`config.mk`:
```
export PLATFORM = sky130hd
export DESIGN_NAME = game_event_gen
export DESIGN_NICKNAME = d
export VERILOG_FILES = /design/src/rtl/game_event_gen.sv
export SDC_FILE = /design/constraint.sdc
export NUM_CORES = 1
export LEC_CHECK = 0
export CORE_MARGIN = 3
export CORE_UTILIZATION = 45
export DETAILED_ROUTE_END_ITERATION = 8
export GPL_ROUTABILITY_DRIVEN = 0
export GPL_TIMING_DRIVEN = 0
export PLACE_DENSITY = 0.72
export SYNTH_ARGS = -nofsm -noshare
export SYNTH_HDL_FRONTEND = slang
export SYNTH_SLANG_ARGS = --single-unit
```
`constraint.sdc`:
```
create_clock -name clkIn -period 2 [get_ports clkIn]
set_input_delay 0.4 -clock clkIn [delete_from_list [all_inputs] [get_ports clkIn]]
set_output_delay 0.4 -clock clkIn [all_outputs]
set_load 0.005 [all_outputs]
```
`src/rtl/game_event_gen.sv`:
```
// Round timer and hit-button event producer for the game FSM: 1 Hz tick countdown in BCD,
// expiry flag, and debounced single-cycle score pulses. Optional SCORE_COOLDOWN_EN limits scoring to one per tick.
module game_event_gen #(
  parameter int game_timer      = 30,
  parameter int DEBOUNCE_CYCLES = 1000000
) (
  input  logic       clkIn,
  input  logic       reset,
  input  logic       incrementClk,
  input  logic       game_active,
  input  logic       hit_btn,
  output logic       player_scored,
  output logic       timer_expired,
  output logic [3:0] time_tens,
  output logic [3:0] time_ones
);

  localparam logic [3:0]  TENS_INIT = 4'(game_timer / 10);
  localparam logic [3:0]  ONES_INIT = 4'(game_timer % 10);
  localparam logic [19:0] DEB_LAST  = 20'(DEBOUNCE_CYCLES - 1);

  typedef enum logic [1:0] {IDLE, COUNTING, EXPIRED} state_t;

  state_t      r_state;
  logic        r_inc_s1, r_inc_s2, r_inc_s3;
  logic        r_hit_s1, r_hs, r_deb;
  logic [19:0] r_deb_cnt;
  logic        r_score_pend, r_scored, r_expired;
  logic [3:0]  r_tens, r_ones;
  logic        w_tick, w_accept, w_score_ok, w_cool_blk;

  // Third flop only remembers the previous synchronized level for edge detect.
  always_ff @(posedge clkIn or posedge reset) begin
    if (reset) begin
      r_inc_s1 <= 1'b0;
      r_inc_s2 <= 1'b0;
      r_inc_s3 <= 1'b0;
    end else begin
      r_inc_s1 <= incrementClk;
      r_inc_s2 <= r_inc_s1;
      r_inc_s3 <= r_inc_s2;
    end
  end

  assign w_tick = r_inc_s2 & ~r_inc_s3;

  always_ff @(posedge clkIn or posedge reset) begin
    if (reset) begin
      r_hit_s1  <= 1'b0;
      r_hs      <= 1'b0;
      r_deb     <= 1'b0;
      r_deb_cnt <= '0;
    end else begin
      r_hit_s1 <= hit_btn;
      r_hs     <= r_hit_s1;
      if (r_hs != r_deb) begin
        if (r_deb_cnt == DEB_LAST) begin
          r_deb     <= r_hs;
          r_deb_cnt <= '0;
        end else begin
          r_deb_cnt <= r_deb_cnt + 20'd1;
        end
      end else begin
        r_deb_cnt <= '0;
      end
    end
  end

  assign w_accept   = (r_hs != r_deb) && (r_deb_cnt == DEB_LAST);
  // State is judged on the edge the debounced level rises, so a hit landing with the final tick still counts.
  assign w_score_ok = w_accept && r_hs && (r_state == COUNTING) && !w_cool_blk;

`ifdef SCORE_COOLDOWN_EN
  logic r_cool;
  always_ff @(posedge clkIn or posedge reset) begin
    if (reset)                                r_cool <= 1'b0;
    else if (w_score_ok)                      r_cool <= 1'b1;
    else if (w_tick || r_state != COUNTING)   r_cool <= 1'b0;
  end
  assign w_cool_blk = r_cool;
`else
  assign w_cool_blk = 1'b0;
`endif

  always_ff @(posedge clkIn or posedge reset) begin
    if (reset) begin
      r_score_pend <= 1'b0;
      r_scored     <= 1'b0;
    end else begin
      r_score_pend <= w_score_ok;
      r_scored     <= r_score_pend;
    end
  end

  always_ff @(posedge clkIn or posedge reset) begin
    if (reset) begin
      r_state   <= IDLE;
      r_tens    <= TENS_INIT;
      r_ones    <= ONES_INIT;
      r_expired <= 1'b0;
    end else begin
      case (r_state)
        IDLE: begin
          r_tens    <= TENS_INIT;
          r_ones    <= ONES_INIT;
          r_expired <= 1'b0;
          if (game_active) r_state <= COUNTING;
        end
        COUNTING: begin
          if (!game_active) begin
            r_state <= IDLE;
            r_tens  <= TENS_INIT;
            r_ones  <= ONES_INIT;
          end else if (w_tick) begin
            if (r_tens == 4'd0 && r_ones == 4'd1) begin
              r_ones    <= 4'd0;
              r_expired <= 1'b1;
              r_state   <= EXPIRED;
            end else if (r_ones == 4'd0) begin
              r_ones <= 4'd9;
              r_tens <= r_tens - 4'd1;
            end else begin
              r_ones <= r_ones - 4'd1;
            end
          end
        end
        EXPIRED: begin
          if (!game_active) begin
            r_state   <= IDLE;
            r_expired <= 1'b0;
            r_tens    <= TENS_INIT;
            r_ones    <= ONES_INIT;
          end
        end
        default: r_state <= IDLE;
      endcase
    end
  end

  assign player_scored = r_scored;
  assign timer_expired = r_expired;
  assign time_tens     = r_tens;
  assign time_ones     = r_ones;

endmodule

```
## After elaboration in Yosys (flattened, before gate mapping)

Index checks and enable logic that the tools add are counted.

| cells by class | value |
|---|---|
| eq/ne operators | 14 |
| $add $sub $neg | 3 |
| bitwise logic cells | 2 |
| muxes and demuxes | 25 |
| reductions and logical operators | 13 |

Operators with widths:

| operator | count |
|---|---|
| 2-to-1 mux 20 bit | 2 |
| 2-to-1 mux 4 bit | 10 |
| case mux 4 bit (3 select lines) | 2 |
| adder 20 x 1 -> 20 bit, second input constant | 1 |
| == test 20 bit, second input constant | 1 |
| 2-to-1 mux 2 bit | 5 |
| AND reduction 5 bit | 2 |
| zero test 4 bit | 2 |
| != test 2 bit, second input constant | 4 |
| subtractor 4 x 1 -> 4 bit, second input constant | 2 |
| != test 3 x 2 -> 1 bit, second input constant | 2 |
| != test 3 bit, second input constant | 2 |
| case mux 2 bit (3 select lines) | 1 |
| == test 4 x 1 -> 1 bit, second input constant | 1 |
| logical AND 1 bit | 4 |
| 2-to-1 mux 1 bit | 4 |
| AND reduction 4 bit | 1 |
| case mux 1 bit (3 select lines) | 1 |
| AND reduction 3 bit | 1 |
| nonzero test 3 bit | 1 |
| == test 2 x 1 -> 1 bit, second input constant | 1 |
| == test 2 bit, second input constant | 1 |
| zero test 2 bit | 1 |
| != test 2 x 1 -> 1 bit, second input constant | 1 |
| other kinds (4) | 4 |

| storage, ports and cells | value |
|---|---|
| output and inout port bits | 10 |
| register bits after elaboration | 39 |
| input port bits | 5 |
| word-level logic and storage cells | 70 |

## Longest topological paths before layout

Gate-level depths: netlist of the first run.

| depth | value |
|---|---|
| word-level depth | 6 |
| gate-level depth with buffers | 6 |
| mapped depth without buffers | 6 |

## Least setup slack after synthesis of the first run

Ideal clock, no wire load.

| timing path | value |
|---|---|
| kind | register to register |
| start point | register r_deb_cnt[16] |
| end point | register r_deb |
| clock period less this slack | 1.749 ns |
| library setup time | 0.125 ns |
| required time | 1.875 ns |
| data arrival time | 1.625 ns |
| path buffers | 0 |
| stages on the path, launching flop included | 5 |
| path slack | 0.251 ns |
| path through | dfrtp_1 -> nand3_1 -> or4b_4 -> nor3_1 -> mux2_2 |

| between the ends | value |
|---|---|
| cells in the longest elaborated chain, start to end | 2 |

RTL lines:

| item | RTL line | source |
|---|---|---|
| from (decl) | 27 | `logic [19:0] r_deb_cnt;` |
| from (signal assigned) | 61 | `r_deb_cnt <= r_deb_cnt + 20'd1;` |
| == test 20 bit | 57 | `if (r_deb_cnt == DEB_LAST) begin` |
| AND reduction 2 bit (no source line) | n/a |  |
| to (signal assigned) | 58 | `r_deb <= r_hs;` |
| to (decl) | 26 | `logic r_hit_s1, r_hs, r_deb;` |

Every way passes these cells.
A chain may end at the register's enable or synchronous reset.

## Worst setup path in the final report of the first run

Same ends and word-level chain as after synthesis.

==> impl_results.rst, run 1 <==
.. list-table::
   :header-rows: 1

   * - Metric
     - Value
   * - Result of the run
     - complete, no violations
   * - Number of global-route vias before repair
     - about 1,400
   * - Number of slew-limit violations in the final report
     - 0
   * - Final-stage net count
     - 217
   * - Area share of the largest cell type after synthesis
     - 48.6%
   * - Die width
     - between 70 and 80 um
   * - Synthesized area per cell
     - 10.2 um2
   * - RSZ-0062 raised after global routing
     - no
   * - Crit Path Category
     - flip-flop to flip-flop
   * - Number of nets produced by synthesis
     - between 150 and 200
   * - Layout Area Growth over Synthesis
     - 17.3%
   * - Number of distinct standard cells referenced by the synthesized netlist
     - between 40 and 50
   * - CTS clock-pin slew for the worst setup and hold paths
     - roughly 70 ps
   * - Count of max-cap constraint violations
     - 0
   * - TritonCTS Buffers
     - 5
   * - Leading post-synthesis cells by cell area
     - sky130_fd_sc_hd__dfrtp_1 49%, sky130_fd_sc_hd__xnor2_1 6.0%, sky130_fd_sc_hd__nor2_1 4.1%
   * - Number of rows in the core area
     - 23
   * - Die footprint
     - around 0.0050 mm2
   * - Worst Setup Slack, final
     - ~150 ps
   * - Hold worst-path end
     - player_scored
   * - Largest clock skew in the final design
     - 2.31 ps
   * - Peak supply drop
     - 388 uV
   * - Endpoint type of the worst setup path
     - flip-flop
   * - Origin of the worst min-delay path
     - r_score_pend
   * - Yosys warnings
     - 0
   * - Number of I/O port buffers
     - 14
   * - Insertion delay of the later-clocked pin in the worst-skew pair
     - ~290 ps
   * - Hold-fix buffers, CTS
     - 0
   * - Number of cells on the worst hold path
     - 0
   * - Slew at the pin closest to its max-slew limit
     - 800 ps
   * - Per-cell routed wire length
     - 13.8 um
   * - Total wire length
     - approximately 3600 um
   * - Sink count of the clock tree
     - 39
   * - DRC
     - 0
   * - Wire length of the first global-routing pass
     - between 6000 and 7000 um
   * - Post-layout power
     - between 1500 and 2000 uW
   * - Setup TNS
     - 0 ps
   * - Endpoint of the lowest-slack register-to-register path
     - r_deb
   * - Ratio of total power to cell area
     - around 700 mW/mm2
   * - Req. time, crit path
     - roughly 2200 ps
   * - Global routing usage summed across all routing layers
     - between 10% and 20%
   * - Initial DRT Pass Iterations
     - 4
   * - F_max
     - about 0.54 GHz
   * - Number of cell instances on the worst register-to-register path
     - 4
   * - Total overflow reported by the global router
     - 0
   * - Reg-to-reg slack, setup
     - approximately 150 ps
   * - Via count of the routed design
     - 1,399
   * - Cell leakage power
     - between 0.0008 and 0.0009 uW
   * - Top-level port count
     - 15
   * - Largest incremental delay on the critical path
     - 590 ps
   * - Number of endpoints failing setup at the final stage
     - 0
   * - CTS tree
     - yes
   * - Post-detailed-route count of antenna-violating nets
     - 0
   * - Vert. Die Dim
     - just over 70 um
   * - Worst hold-check path type
     - flip-flop to flip-flop
   * - Maximum number of pins on one net before global-route repair
     - 40
   * - Tightest slew margin relative to the limit
     - a little under half
   * - H-tree Lvls
     - 2
   * - CTS Root Buffer Type
     - sky130_fd_sc_hd__clkbuf_8
   * - Final worst path period share
     - 92.4%
   * - Minimum clock period after layout
     - about 1800 ps
   * - Worst path slowest cell
     - sky130_fd_sc_hd__or4b_4
   * - Cell area after synthesis
     - around 0.0019 mm2
   * - Number of register bits inferred by synthesis
     - 39
   * - Cell Chain, Critical Path
     - nand3_1, or4b_4, nor3_2, mux2_2
   * - Fraction of final layout cells sized beyond drive strength 1
     - approximately a tenth
   * - Maximum clock path buffer count
     - 2
   * - Post-placement worst setup slack
     - -52.4 ps
   * - DR vias/cell
     - around 5.4
   * - Library cell with the largest summed area after synthesis
     - sky130_fd_sc_hd__dfrtp_1
   * - HPWL after detailed placement
     - about 2400 um
   * - Core ar.
     - around 0.004 mm2
   * - Initial core utilization
     - 47.3%
   * - Number of antenna repair diodes
     - 0
   * - Count of final hold-check violations
     - 0
   * - Highest fanout seen on the critical path
     - 4
   * - Crit path arrival time
     - just over 2000 ps
   * - CP Launch Type
     - flip-flop
   * - Initial antenna violation count
     - 0
   * - Instance count of the mapped netlist
     - between 150 and 200
   * - Reg-to-reg startpoint
     - r_deb_cnt[16]
   * - Iteration-0 DRC count of the detailed router
     - a little over 70
   * - Register area share after synthesis
     - between 50% and 60%
-- Yosys cell counts (all sizes together) --
library cell,count
and3,1
dfrtp,37
clkbuf,2
maj3,1
nor3,6
nor4bb,1
o311ai,1
or2,2
nor2b,1
xnor2,13
nand2b,5
or4,2
inv,11
mux2,1
xor2,3
o211ai,2
nor4b,3
nand2,11
nand3,13
ha,3
o21a,2
nor2,21
or3,1
nand3b,2
mux2i,3
a311oi,1
and4,1
nand4,5
dfstp,2
o31ai,3
a21oi,4
nor4,8
a21boi,1
o31a,1
or4b,1
buf,1
o21ai,9
and2,1
-- worst max-delay path by stage --
stage | startpoint | to | slack (ps) | depth (start not counted)
2_1_floorplan | r_deb_cnt[16] | r_deb | 250 | 4
3_3_place_gp | reset | r_deb_cnt[7] | -120 | 2
3_5_place_dp | game_active | time_tens[1] | -50 | 5
4_1_cts | r_deb_cnt[16] | r_deb | 20 | 4
5_1_grt | game_active | time_tens[1] | 40 | 5
6_report | r_deb_cnt[16] | r_deb | 150 | 4
-- per-stage QoR --
step,utilization (%),hold slack [ps],instances,area (um2)
final,55.4,354,260,2230
after CTS,55.2,357,260,2220
after detailed placement,52.3,341,250,2110
after global placement,52.3,332,250,2110
after floorplan,-,331,186,1900
after global routing,55.4,373,260,2230
-- kinds of logic after synthesis --
group,count (synthesis),synth area share (%)
AOI/OAI and AO/OA,24,8.67
adders and majority gates,4,2.50
xor gates and xnor gates,16,7.36
buffers and inverters,14,3.15
muxes,4,2.17
DFF,39,51.4
and+or+nand+nor,85,24.8
-- timing repair --
item	4_1_cts	5_1_grt
pin swaps	1	0
setup endpoints to repair	1	2
resized for setup	0	2
buffers inserted	2	0
-- sequential cells by signal, summed over array words and instances (netlist names), 2 cells and up --
name and flops:
r_deb_cnt 20, r_state 2, time_ones 4, time_tens 4
-- critical path, delay by kind of cell, from the launching register on --
family	cells	cell delay, ps
flops	1	410
simple gates	3	970
mux	1	360
-- where the power goes --
part | total [uW] | internal [uW] | switching [uW] | leakage, uW
clock network | 571 | 314 | 256 | 0.0000515
logic | 121 | 51.5 | 69.2 | 0.000328
registers | 829 | 810 | 19.6 | 0.000521
-- final cells by class --
class	count	area (um2)
timing repair buffer	16	155
buffer	3	18.8
fill	358	1800
clock buffer	8	100
multi-input combinational	133	877
tap	50	62.6
inverter	11	41.3
sequential	39	978
-- routing by layer --
metal / track usage [%] / vias up / share of wire [%]
met3: 5.11 / 6 / 3.2
met1: 22.1 / 663 / 50
li1: - / 707 / -
met5: 0 / - / 0
met2: 23.0 / 23 / 44
met4: 7.93 / 0 / 1.9
-- cells in the final DEF, fill, tap and decap left out, types with 4 or more instances in the layout --
cell	count
sky130_fd_sc_hd__a21oi_1	4
sky130_fd_sc_hd__clkbuf_8	7
sky130_fd_sc_hd__clkdlybuf4s50_1	14
sky130_fd_sc_hd__dfrtp_1	37
sky130_fd_sc_hd__inv_1	10
sky130_fd_sc_hd__nand2_1	11
sky130_fd_sc_hd__nand2b_1	5
sky130_fd_sc_hd__nand3_1	13
sky130_fd_sc_hd__nand4_1	4
sky130_fd_sc_hd__nor2_1	21
sky130_fd_sc_hd__nor3_1	5
sky130_fd_sc_hd__nor4_1	7
sky130_fd_sc_hd__o21ai_0	9
sky130_fd_sc_hd__xnor2_1	13
Note: power is estimated with default switching activity, not from simulation.
==> run 2: changes to the inputs <==
--- a/config.mk
+++ b/config.mk
@@ -10,7 +10,6 @@
 export DETAILED_ROUTE_END_ITERATION = 8
 export GPL_ROUTABILITY_DRIVEN = 0
 export GPL_TIMING_DRIVEN = 0
-export PLACE_DENSITY = 0.72
 export SYNTH_ARGS = -nofsm -noshare
 export SYNTH_HDL_FRONTEND = slang
 export SYNTH_SLANG_ARGS = --single-unit
==> run 2 against run 1 <==
Compared with the run above: power up 14%; clock skew up 6.1 ps; clock power up 37%; maximum frequency up 0.17%; non-clock buffer count unchanged; sequential cell count unchanged; largest power group unchanged; final area up 2.0%; die area unchanged; highest routed layer unchanged; register-to-register slack about the same.
==> impl_results.rst, run 2 (synthesis results as in run 1) <==
.. list-table::
   :header-rows: 1

   * - Metric
     - Value
   * - Result of the run
     - complete, no violations
   * - Top-level port count
     - 15
   * - Maximum clock path buffer count
     - 2
   * - Fraction of final layout cells sized beyond drive strength 1
     - about 11%
   * - Number of I/O port buffers
     - 14
   * - Tightest slew margin relative to the limit
     - between 40% and 50%
   * - Top register by number of flip-flops
     - r_deb_cnt
   * - Most frequent cells in the layout
     - 37 x sky130_fd_sc_hd__dfrtp_1, 21 x sky130_fd_sc_hd__nor2_1, 14 x sky130_fd_sc_hd__clkdlybuf4s50_1
   * - Largest incremental delay on the critical path
     - a little under 600 ps
   * - Worst path bufs/invs
     - 1
   * - Total overflow reported by the global router
     - 0
   * - Final hold slack
     - ~360 ps
   * - Initial DRT Pass Iterations
     - 4
   * - Per-cell routed wire length
     - between 10 and 15 um
   * - TritonCTS Buffers
     - 5
   * - Endpoint of the lowest-slack register-to-register path
     - r_deb_cnt[12]
   * - CTS clock-pin slew for the worst setup and hold paths
     - 80 ps
   * - Utilization after layout
     - a little under three fifths
   * - Slew at the pin closest to its max-slew limit
     - about 800 ps
   * - Largest clock skew in the final design
     - around 8.4 ps
   * - Req. time, crit path
     - around 2200 ps
   * - Number of antenna repair diodes
     - 0
   * - HPWL after detailed placement
     - ~2600 um
   * - Die width
     - 71.1 um
   * - RSZ-0062 raised after global routing
     - no
   * - Via count of the routed design
     - between 1,000 and 1,500
   * - Wire length of the first global-routing pass
     - ~6500 um
   * - Multi-input gate area in the final layout
     - around 890 um2
   * - Sink count of the clock tree
     - 39
   * - Die footprint
     - 0.00505 mm2
   * - Number of global-route vias before repair
     - roughly 1,400
   * - Final-stage net count
     - about 220
   * - Maximum number of pins on one net before global-route repair
     - 40
   * - Flip-flop count of the largest register after layout
     - 20
   * - CP Launch Type
     - flip-flop
   * - Worst path slowest cell
     - sky130_fd_sc_hd__or4b_4
   * - Crit path arrival time
     - 2030 ps
   * - Cell Chain, Critical Path
     - nand3_1, or4b_4, o31ai_4, buf_6, nor2_1
   * - Number of rows in the core area
     - 23
   * - Minimum clock period after layout
     - 1840 ps
   * - CTS Root Buffer Type
     - sky130_fd_sc_hd__clkbuf_8
   * - Start point of the critical path
     - r_deb_cnt[16]
   * - CTS tree
     - yes
   * - Core ar.
     - around 0.0040 mm2
   * - Count of max-cap constraint violations
     - 0
   * - Termination of the worst setup path
     - r_deb_cnt[12]
   * - Layout Area Growth over Synthesis
     - 19.6%
   * - Ratio of total power to cell area
     - 760 mW/mm2
   * - Peak supply drop
     - about 450 uV
   * - Iteration-0 DRC count of the detailed router
     - between 100 and 150
   * - Category of cells accounting for the largest share of critical-path delay
     - simple AND/OR/NAND/NOR gates
   * - Highest fanout seen on the critical path
     - 10
   * - H-tree Lvls
     - 2
   * - Most common cell after layout, fill and taps aside
     - sky130_fd_sc_hd__dfrtp_1
   * - Final worst path period share
     - slightly above 90%
   * - Global routing usage summed across all routing layers
     - 16.5%
   * - Vert. Die Dim
     - 71.1 um
   * - Post-detailed-route count of antenna-violating nets
     - 0
   * - Reg-to-reg startpoint
     - r_deb_cnt[16]
   * - Reg-to-reg slack, setup
     - 160 ps
   * - Filler cell count in the final layout
     - approximately 350
   * - Number of endpoints failing setup at the final stage
     - 0
   * - Post-layout power
     - 1730 uW
   * - DR vias/cell
     - about 5.5
   * - DRC
     - 0
   * - Cell leakage power
     - just over 0.0009 uW
   * - Insertion delay of the later-clocked pin in the worst-skew pair
     - roughly 300 ps
   * - Total wire length
     - approximately 3700 um
   * - Number of cell instances on the worst register-to-register path
     - 5
   * - Crit Path Category
     - flip-flop to flip-flop
   * - Initial core utilization
     - between 40% and 50%
   * - Endpoint type of the worst setup path
     - flip-flop
   * - Count of final hold-check violations
     - 0
   * - Number of slew-limit violations in the final report
     - 0
   * - Worst hold-check path type
     - flip-flop to flip-flop
   * - Initial antenna violation count
     - 0
   * - Sequential cell area
     - approximately 980 um2
   * - F_max
     - ~0.54 GHz
   * - Stages on worst setup path
     - 5
run 2: power by group:
group	internal (uW)	switching, uW
logic	51.3	70.3
registers	809	19.6
clock network	497	284
run 2: how the worst min path moves through the flow:
stage / from / endpoint / cells after the start
5_1_grt: r_score_pend / player_scored / 0
3_3_place_gp: r_score_pend / player_scored / 0
4_1_cts: r_inc_s1 / r_inc_s2 / 0
3_5_place_dp: r_inc_s1 / r_inc_s2 / 0
6_report: r_inc_s1 / r_inc_s2 / 0
2_1_floorplan: r_score_pend / player_scored / 0
run 2: metal layers:
layer / up-vias / routed length (um) / GRT usage [%]
li1: 702 / - / -
met1: 695 / 1870 / 23.6
met2: 28 / 1660 / 24.2
met3: 6 / 157 / 4.69
met4: 0 / 52 / 5.01
met5: - / 0 / 0
run 2: per-stage QoR:
stage | instance area (um2) | worst slack [ps] | std cells | TNS (ps)
CTS | 2250 | 13.4 | 258 | 0
finish | 2280 | 156 | 260 | 0
global route | 2280 | 30.7 | 260 | 0
floorplan | 1900 | 251 | 186 | 0
global placement | 2110 | -102 | 250 | -3700
detailed placement | 2110 | -1.23 | 250 | -1.23
run 2: final cells by class:
class	count	share of cell area (%)
clock buffers	5	3.02
repair buffers	16	6.81
multi-input cells	133	38.9
plain buffers	3	0.824
clock inverters	3	2.97
inverters	11	1.81
well taps	50	2.75
flip-flops and latches	39	42.9
run 2: timing repair:
item / CTS / global route
hold buffers: 0 / 0
endpoints found under the setup margin: 1 / 12
endpoints found under the hold margin: 0 / 0
buffers inserted: 0 / 2
resized for setup: 1 / 2
pin swaps: 0 / 1
==> run 3: changes to the inputs <==
--- a/config.mk
+++ b/config.mk
@@ -9,7 +9,8 @@
 export CORE_UTILIZATION = 45
 export DETAILED_ROUTE_END_ITERATION = 8
 export GPL_ROUTABILITY_DRIVEN = 0
-export GPL_TIMING_DRIVEN = 0
+export GPL_TIMING_DRIVEN = 1
 export SYNTH_ARGS = -nofsm -noshare
 export SYNTH_HDL_FRONTEND = slang
 export SYNTH_SLANG_ARGS = --single-unit
+export TNS_END_PERCENT = 5
==> constraint.sdc (replaced) <==
create_clock -name clkIn -period 2.2 [get_ports clkIn]
set_input_delay 0.44 -clock clkIn [delete_from_list [all_inputs] [get_ports clkIn]]
set_output_delay 0.44 -clock clkIn [all_outputs]
set_load 0.005 [all_outputs]
==> run 3 against run 2 <==
Compared with the run above: register-to-register slack improved by 120 ps; maximum frequency decreased by 4.3%; core utilization decreased by 1.1 points; worst hold slack got worse by 2.4 ps; cell count increased by 0.38%; count of clock-buffer cells in the layout unchanged; wire length decreased by 6.0%; sequential cell count unchanged.
==> impl_results.rst, run 3 (synthesis results as in run 1) <==
.. list-table::
   :header-rows: 1

   * - Metric
     - Value
   * - Result of the run
     - complete, no violations
   * - Number of cells on the worst hold path
     - 0
   * - Global routing usage summed across all routing layers
     - 15.9%
   * - Final hold slack
     - around 350 ps
   * - Maximum number of pins on one net before global-route repair
     - 28
   * - Number of cell instances on the worst register-to-register path
     - 4
   * - Number of antenna repair diodes
     - 0
   * - Reg-to-reg slack, setup
     - 270 ps
   * - Origin of the worst min-delay path
     - r_score_pend
   * - Peak supply drop
     - about 340 uV
   * - CTS clock-pin slew for the worst setup and hold paths
     - ~70 ps
   * - RSZ-0062 raised after global routing
     - no
   * - Most common cell after layout, fill and taps aside
     - sky130_fd_sc_hd__dfrtp_1
   * - Non-filler cells, final
     - approximately 260
   * - Number of I/O port buffers
     - 14
   * - Total wire length
     - 3510 um
   * - DR vias/cell
     - approximately 5.4
   * - Placed cell areas
     - around 0.0021 mm2
   * - Crit path arrival time
     - 2100 ps
   * - Worst hold-check path type
     - flip-flop to flip-flop
   * - Total setup buffers inserted after CTS
     - 0
   * - Endpoint of the lowest-slack register-to-register path
     - r_deb
   * - Post-detailed-route count of antenna-violating nets
     - 0
   * - F_max
     - just over 0.5 GHz
   * - Number of instances resized during post-cts repair
     - 0
   * - Final-stage net count
     - around 220
   * - Count of max-cap constraint violations
     - 0
   * - Number of rows in the core area
     - 23
   * - Core ar.
     - between 0.004 and 0.005 mm2
   * - Initial antenna violation count
     - 0
   * - Reg-to-reg startpoint
     - r_deb_cnt[16]
   * - Ratio of total power to cell area
     - approximately 600 mW/mm2
   * - TritonCTS Buffers
     - 5
   * - Highest fanout seen on the critical path
     - 4
   * - Setup TNS
     - 0 ps
   * - Die footprint
     - between 0.005 and 0.006 mm2
   * - Number of slew-limit violations in the final report
     - 0
   * - Most frequent cells in the layout
     - 37 x sky130_fd_sc_hd__dfrtp_1, 21 x sky130_fd_sc_hd__nor2_1, 14 x sky130_fd_sc_hd__clkdlybuf4s50_1
   * - H-tree Lvls
     - 2
   * - Post-route design area
     - ~0.0022 mm2
   * - Largest clock skew in the final design
     - 5.18 ps
   * - CTS tree
     - yes
   * - Minimum clock period after layout
     - slightly below 2000 ps
   * - Flip-flop count of the largest register after layout
     - 20
   * - Count of final hold-check violations
     - 0
   * - Crit Path Category
     - flip-flop to flip-flop
   * - Dpl cells
     - 253
   * - Hold worst-path end
     - player_scored
   * - Per-cell routed wire length
     - around 13 um
   * - Req. time, crit path
     - ~2400 ps
   * - HPWL after detailed placement
     - 2570 um
   * - Post-placement worst setup slack
     - 221 ps
   * - Initial DRT Pass Iterations
     - 4
   * - Fraction of final layout cells sized beyond drive strength 1
     - between 10% and 20%
   * - Sink count of the clock tree
     - 39
   * - Tightest slew margin relative to the limit
     - between 40% and 50%
   * - Number of global-route vias before repair
     - around 1,400
   * - Cell leakage power
     - ~0.00090 uW
   * - Top register by number of flip-flops
     - r_deb_cnt
   * - Maximum clock path buffer count
     - 2
   * - Top-level port count
     - 15
   * - Worst Setup Slack, final
     - ~270 ps
   * - Insertion delay of the later-clocked pin in the worst-skew pair
     - 290 ps
   * - DRC
     - 0
   * - Endpoint type of the worst setup path
     - flip-flop
   * - Wire length of the first global-routing pass
     - roughly 6400 um
   * - Initial core utilization
     - between 40% and 50%
   * - Filler cell count in the final layout
     - around 370
   * - Vert. Die Dim
     - 71.1 um
   * - CTS Root Buffer Type
     - sky130_fd_sc_hd__clkbuf_8
   * - Slew at the pin closest to its max-slew limit
     - 770 ps
   * - CP Launch Type
     - flip-flop
   * - Iteration-0 DRC count of the detailed router
     - between 90 and 100
   * - Number of endpoints failing setup at the final stage
     - 0
   * - Hold-fix buffers, CTS
     - 0
   * - Via count of the routed design
     - between 1,000 and 1,500
   * - Die width
     - between 70 and 80 um
   * - Layout Area Growth over Synthesis
     - 17.3%
   * - Final worst path period share
     - 87.6%
   * - Total overflow reported by the global router
     - 0
-- run 3: per-stage QoR --
step,power (uW),utilization [%]
finish,1340,55.5
global route,1410,55.5
detailed placement,880,53.3
global placement,875,53.3
CTS,1370,55.5
floorplan,831,-
-- run 3: where the power goes --
part | switching [uW] | internal, uW
Clock | 259 | 221
Combinational | 59.6 | 48.1
Sequential | 21.4 | 736
-- run 3: worst max-delay path: stages (launching register included) --
cell,delay (ps)
sky130_fd_sc_hd__dfrtp_1,410
sky130_fd_sc_hd__nand3_1,150
sky130_fd_sc_hd__or4b_4,560
sky130_fd_sc_hd__nor3_1,320
sky130_fd_sc_hd__mux2_2,380
-- run 3: worst max-delay path by stage --
| stage | to | start | slack, ps | depth (start not counted) |
|---|---|---|---|---|
| detailed placement | time_tens[1] | game_active | 220 | 5 |
| CTS | r_deb | r_deb_cnt[16] | 270 | 4 |
| global placement | time_ones[1] | game_active | 310 | 5 |
| floorplan | r_deb | r_deb_cnt[16] | 450 | 4 |
| finish | r_deb | r_deb_cnt[16] | 270 | 4 |
| global route | r_deb | r_deb_cnt[0] | 130 | 5 |
-- run 3: area by class of cell --
cell class,count,area [um2],share of cell area (%)
inverters,11,41.3,1.85
repair buffers,20,198,8.85
well taps,50,62.6,2.80
multi-input cells,133,866,38.7
flip-flops and latches,39,978,43.8
clock inverters,3,20.0,0.896
clock buffers,5,68.8,3.08
-- run 3: metal layers --
metal | up-vias | GRT usage, % | wire (um)
li1 | 709 | - | -
met1 | 686 | 23.0 | 1810
met2 | 19 | 22.7 | 1530
met3 | 7 | 4.26 | 121
met4 | 0 | 6.26 | 51
met5 | - | 0 | 0
